`src/rtl/fetch_controller.sv`:
```
// Instruction-fetch sequencer: owns the PC, drives the ROM address and
// holds one fetched word in a buffer handed to decode via valid/ready.
module fetch_controller #(
    parameter int ADDR_WIDTH  = 12,
    parameter int INSTR_WIDTH = 32,
    parameter int RESET_PC    = 0,
    parameter int END_ADDR    = 48
) (
    input  logic                   clk,
    input  logic                   rst_n,
    output logic [ADDR_WIDTH-1:0]  rom_addr,
    input  logic [INSTR_WIDTH-1:0] rom_data,
    input  logic                   redirect_valid,
    input  logic [ADDR_WIDTH-1:0]  redirect_pc,
    output logic                   out_valid,
    input  logic                   out_ready,
    output logic [ADDR_WIDTH-1:0]  out_pc,
    output logic [INSTR_WIDTH-1:0] out_instr,
    output logic                   halted
);

    typedef enum logic [1:0] {FETCH, DRAIN, HALT} state_t;

    // One extra PC bit so END_ADDR == 2**ADDR_WIDTH is reachable without wrap
    localparam logic [ADDR_WIDTH:0] END_PC = (ADDR_WIDTH+1)'(END_ADDR);
    localparam logic [ADDR_WIDTH:0] RST_PC = (ADDR_WIDTH+1)'(RESET_PC);

    state_t                   state, state_n;
    logic [ADDR_WIDTH:0]      pc, pc_n;
    logic                     valid_n;
    logic [ADDR_WIDTH-1:0]    opc_n;
    logic [INSTR_WIDTH-1:0]   oinstr_n;
    logic                     halted_n;
    logic                     take, load, at_end;

    assign at_end   = (pc >= END_PC);
    assign take     = out_valid & out_ready;
    assign load     = (state == FETCH) & !at_end & (!out_valid | out_ready);
    assign rom_addr = pc[ADDR_WIDTH-1:0];

    always_comb begin
        state_n  = state;
        pc_n     = pc;
        valid_n  = out_valid;
        opc_n    = out_pc;
        oinstr_n = out_instr;
        if (redirect_valid) begin
            state_n = FETCH;
            valid_n = 1'b0;
            pc_n    = {1'b0, redirect_pc[ADDR_WIDTH-1:2], 2'b00};
        end else begin
            unique case (state)
                FETCH: begin
                    if (load) begin
                        opc_n    = pc[ADDR_WIDTH-1:0];
                        oinstr_n = rom_data;
                        valid_n  = 1'b1;
                        pc_n     = pc + (ADDR_WIDTH+1)'(4);
                    end else if (at_end) begin
                        if (out_valid & !out_ready) begin
                            state_n = DRAIN;
                        end else begin
                            state_n = HALT;
                            valid_n = 1'b0;
                        end
                    end else if (take) begin
                        valid_n = 1'b0;
                    end
                end
                DRAIN: begin
                    if (take) begin
                        valid_n = 1'b0;
                        state_n = HALT;
                    end
                end
                HALT: begin
                    valid_n = 1'b0;
                end
                default: begin
                    state_n = FETCH;
                    valid_n = 1'b0;
                end
            endcase
        end
        halted_n = (state_n == HALT);
    end

    always_ff @(posedge clk or negedge rst_n) begin
        if (!rst_n) begin
            state     <= FETCH;
            pc        <= RST_PC;
            out_valid <= 1'b0;
            out_pc    <= '0;
            out_instr <= '0;
            halted    <= 1'b0;
        end else begin
            state     <= state_n;
            pc        <= pc_n;
            out_valid <= valid_n;
            out_pc    <= opc_n;
            out_instr <= oinstr_n;
            halted    <= halted_n;
        end
    end

endmodule

```
`config.mk`:
```
export PLATFORM = sky130hd
export DESIGN_NAME = fetch_controller
export DESIGN_NICKNAME = d
export VERILOG_FILES = /design/src/rtl/fetch_controller.sv
export SDC_FILE = /design/constraint.sdc
export NUM_CORES = 1
export LEC_CHECK = 0
export BUFFER_PORTS_ARGS = -buffer_cell sky130_fd_sc_hd__buf_2
export CAP_MARGIN = 20
export CORE_ASPECT_RATIO = 0.7
export CORE_MARGIN = 4
export CORE_UTILIZATION = 32
export DETAILED_ROUTE_END_ITERATION = 8
export GPL_TIMING_DRIVEN = 0
export PLACE_DENSITY_LB_ADDON = 0.3
export SLEW_MARGIN = 5
export SYNTH_ARGS = -nofsm -noshare
export SYNTH_HDL_FRONTEND = slang
export SYNTH_SLANG_ARGS = --single-unit
```
`constraint.sdc`:
```
create_clock -name clk -period 3.5 [get_ports clk]
set_clock_uncertainty 0.1 [all_clocks]
set_input_delay 0.175 -clock clk [delete_from_list [all_inputs] [get_ports clk]]
set_output_delay 0.175 -clock clk [all_outputs]
set_load 0.02 [all_outputs]
```
; ---- Word-level counts from Yosys, hierarchy flattened
; Index checks and enable logic that the tools add are counted.
[word_totals]
register_bits = 61
[classes]
order_cmp = 1
mux = 15
eq_ne = 4
reduce_logical = 8
bitwise = 6
add_sub_neg = 1
[ops]
columns = cell, n
row1 = $mux W13, 3
row2 = $add A13 B3 Y13 const B, 1
row3 = $ge A13 B6 Y1 const B, 1
row4 = $mux W2, 5
row5 = $pmux W2 S3, 1
row6 = $mux W1, 5
row7 = $ne A5 B5 Y1 const B, 1
row8 = $and A1 B1 Y1, 4
row9 = $eq A2 B2 Y1 const B, 2
row10 = $reduce_bool A2 Y1, 2
row11 = $logic_not A1 Y1, 3
row12 = $reduce_and A3 Y1, 1
row13 = $eq A2 B1 Y1 const B, 1
row14 = $logic_not A2 Y1, 1
row15 = $pmux W1 S2, 1
row16 = $reduce_and A2 Y1, 1
row17 = $not A1 Y1, 1
row18 = $or A1 B1 Y1, 1

; ---- Depth between registers and ports, before layout
[depth]
word_depth = 8
ltp_mapped = 5
mapped_depth_nobuf = 5

; ---- Worst setup path after synthesis
; Ideal clock, no wire load.
[synth_timing]
path_type = flip-flop to flip-flop
startpoint = register pc[7]
endpoint = register out_instr[22]
setup_slack_ns = 1.594
setup_time_ns = 0.125
required_time_ns = 3.275
synth_period_minus_slack_ns = 1.906
path_stages_with_launch = 6
t_arrival_ns = 1.681
path_cell_list = dfrtp_1 > nor4_4 > nand3_2 > nor3_4 > buf_6 > mux2_2
[synth_between]
elab_chain_cells = 5
[synth_lines]
columns = element, line_no
row1 = start: declaration, 29  ; logic [ADDR_WIDTH:0] pc, pc_n;
row2 = start signal: assignment, 98  ; pc <= pc_n;
row3 = $ge A13 B6 Y1, 36  ; assign at_end = (pc >= END_PC);
row4 = $logic_not A1 Y1, 38  ; assign load = (state == FETCH) & !at_end & (!out_valid | out_ready);
row5 = $and A1 B1 Y1 (2 in series), 38
row6 = $reduce_and A3 Y1 (no line), -
row7 = end signal: assignment, 101  ; out_instr <= oinstr_n;
row8 = end: declaration, 18  ; output logic [INSTR_WIDTH-1:0] out_instr,
; No other way between the ends.
; A chain may end at the register's enable or synchronous reset.

; ---- Worst setup path in the final report
[layout_timing]
startpoint = register pc[6]
endpoint = register out_instr[10]
; Same word-level chain as after synthesis.

==> flow_summary.toml <==
[critical_path]
crit_type = "reg2reg"
reg2regPathDepth = 5
slowest_stage = "dfrtp_1"
crit_end = "out_instr[10]"
max_stage_delay_ns = 0.39
reg2reg_from = "pc[6]"
crit_family = "simple AND/OR/NAND/NOR gates"
cp_max_fo = 10
cp_cell_sequence = "nor3_1 > nand3_2 > nor3_4 > buf_6 > mux2_2"
startpoint_type = "register"
reg2reg_setup_slack_ns = 1.34
rr_endpoint = "out_instr[10]"
cp.required_ns = 3.61
cp-startpoint = "pc[6]"
crit_cells = 5
worstPathArrival_ns = 2.27
critPathBufInv = 1
crit_path_end_kind = "register"

[sta]
drv_slew = 0
setup_viol = 0
rsz0062_at_grt = "false"
final-hold-violation-count = 0
tightest_slew_ns = 0.5894
setup_tns_ns = 0
fmax_mhz = 462.2
min_period_ns = 2.164
max-slew-margin-rel_pct = 60.71
fin_crit_sh_pct = 61.82

[cts]
ctsRootBufferMaster = "clkbuf_8"
cts_tree = "built"
htree_levels = 3
post_cts_buffers = 0
hold_buffers = 43
clk_pin_slew_ns = 0.06
postCtsResizedCells = 0
cts.sinks = 57
insertion_delay_ns = 0.33
clk_path_buf_depth = 2
numCtsBuffers = 9

[floorplan]
die_w_um = 111.3
fp-row-count = 26
core_area_mm2 = 0.007287
start_util_pct = 32.83
num_io_pins = 106
die-area_mm2 = 0.008945
die_h_um = 80.34

[synth]
avgSynthCellArea_um2 = 14.07
synth-seq-area-share_pct = 59.62
ys.warnings.count = 0
syn_inst = 170
synth_area_leader_cell = "dfrtp_1"
netlist_area_mm2 = 0.002392
yosys.area.top_type_share_pct = 59.62
synth_cell_types = 30
synth_area_leaders = "dfrtp_1 60%, mux2_2 18%, buf_4 4.4%, nor2b_1 2.1%, buf_6 1.9%"
ys_ff_latch = 57

[global_routing]
antenna_found_initial = 0
grt-busiest-layer = "met2"
overflow = 0
grtUsageMet1_pct = 17.21
grt.met2_usage_pct = 19.43
grt_pass1_wl_um = 9211
grt_max_degree = 33
met3_usage_pct = 6.325
grt_pass1_vias = 1840
grt_use_total_pct = 13.19

[routing]
post_drt_wl_per_cell_um = 12.59
ant_nets = 0
vias = 1790
drtIter0Drc = 45
drc = 0
dr.pass1.iters = 4
drt_wl_total_um = 5412
via_per_inst = 4.163

[power_and_ir_drop]
p_per_area_mw_per_mm2 = 475.7
sequentialPowerShare_pct = 45.6
netSwitchingFraction_pct = 29.19
p_total_mw = 1.735
p_comb_share_pct = 23.2
p_leak_nw = 1.853
p_sw_uw = 506.4
ir_drop_mv = 0.1744
internal_power_mw = 1.228
clockPowerShare_pct = 31.2

[status]
status = "completed"

[layout]
fin_nets = 377
synthToLayoutAreaGrowth_pct = 52.41
final_common_cell = "buf_2"
insertedDiodeCount = 0
layout-drive-gt1-share_pct = 52.71
fin_cells = 430
layout_common_cells = "99 x buf_2, 57 x dfrtp_1, 43 x dlygate4sd3_1"

[min_path]
worst_hold_path_type = "in2reg"

[placement]
dp_hpwl_um = 3789
portBuffers = 99
gp_congestion = 0.7374
numPlacedInstances = 371

[flow_run]
maxCapViolations = 0
==> how the worst min path moves through the flow <==
stage / startpoint / depth (start not counted) / endpoint
2_1_floorplan: rst_n / 0 / halted
3_3_place_gp: redirect_pc[2] / 3 / pc[2]
3_5_place_dp: rst_n / 1 / out_instr[27]
4_1_cts: redirect_valid / 2 / pc[6]
5_1_grt: redirect_valid / 2 / pc[6]
6_report: redirect_valid / 2 / pc[6]
==> final cells by class <==
class	instances	area, um2
Tap cell	98	122.6
Multi-Input combinational cell	92	804.5
Inverter	4	15.01
Timing Repair Buffer	143	945.9
Clock inverter	3	15.01
Buffer	20	157.7
Clock buffer	13	158.9
Fill cell	658	3641
Sequential cell	57	1426
==> power groups by stage <==
stage | registers, mW | clock network, mW | logic (mW)
3_5_place_dp | 0.804 | 0 | 0.370
3_3_place_gp | 0.800 | 0 | 0.362
6_report | 0.792 | 0.541 | 0.402
2_1_floorplan | 0.895 | 0 | 0.128
5_1_grt | 0.804 | 0.593 | 0.439
4_1_cts | 0.793 | 0.569 | 0.407
==> through the flow <==
| step | hold slack, ns | util [%] | area, um2 | setup slack, ns |
|---|---|---|---|---|
| global route | 0.08707 | 50.03 | 3646 | 1.195 |
| detailed placement | 0.1154 | 41.74 | 3042 | 1.326 |
| floorplan | -0.2206 | - | 2404 | 1.594 |
| CTS | 0.06789 | 50.03 | 3646 | 1.308 |
| finish | 0.08749 | 50.03 | 3646 | 1.336 |
| global placement | 0.2868 | 41.47 | 3022 | 1.323 |
==> cells by family (layout without fill, tap and decap cells) <==
kind of cell,count (synthesis),in the layout,synth area share (%)
flops,57,57,59.62
mux,42,42,19.77
simple gates,33,33,8.578
buf+inv,24,183,7.217
compound gates,11,11,3.609
fa+ha+maj,2,2,1.046
other cells,1,4,0.1568
==> state kept, by name, indices dropped and copies added (netlist names) <==
name and cells:
halted 1, out_pc 10, pc 11, out_valid 1, state 2, out_instr 32
==> Yosys cell counts <==
library cell / count
mux2_2: 39
dfrtp_1: 57
or3_1: 2
or4_1: 1
buf_4: 14
nand3_2: 1
a21oi_1: 1
nor4_4: 1
o31ai_1: 1
nor2b_1: 8
nor3_1: 1
nand3_1: 4
a21boi_0: 1
conb_1: 1
o311a_1: 2
o311ai_0: 2
clkbuf_1: 2
o211ai_1: 2
inv_1: 4
and3b_1: 1
nand2b_1: 1
ha_1: 2
mux2_1: 3
o22ai_1: 1
buf_6: 4
nand2_1: 8
nor3_4: 1
nor2_1: 3
o21a_1: 1
or2_2: 1
==> routing by layer <==
metal,share of wire (%),vias to the layer above,wire (um)
met4,1.3,0,73
met5,0,-,0
met2,43,68,2317
met3,9.0,8,489
li1,-,891,-
met1,47,823,2531
Note: power is estimated with default switching activity, not from simulation.
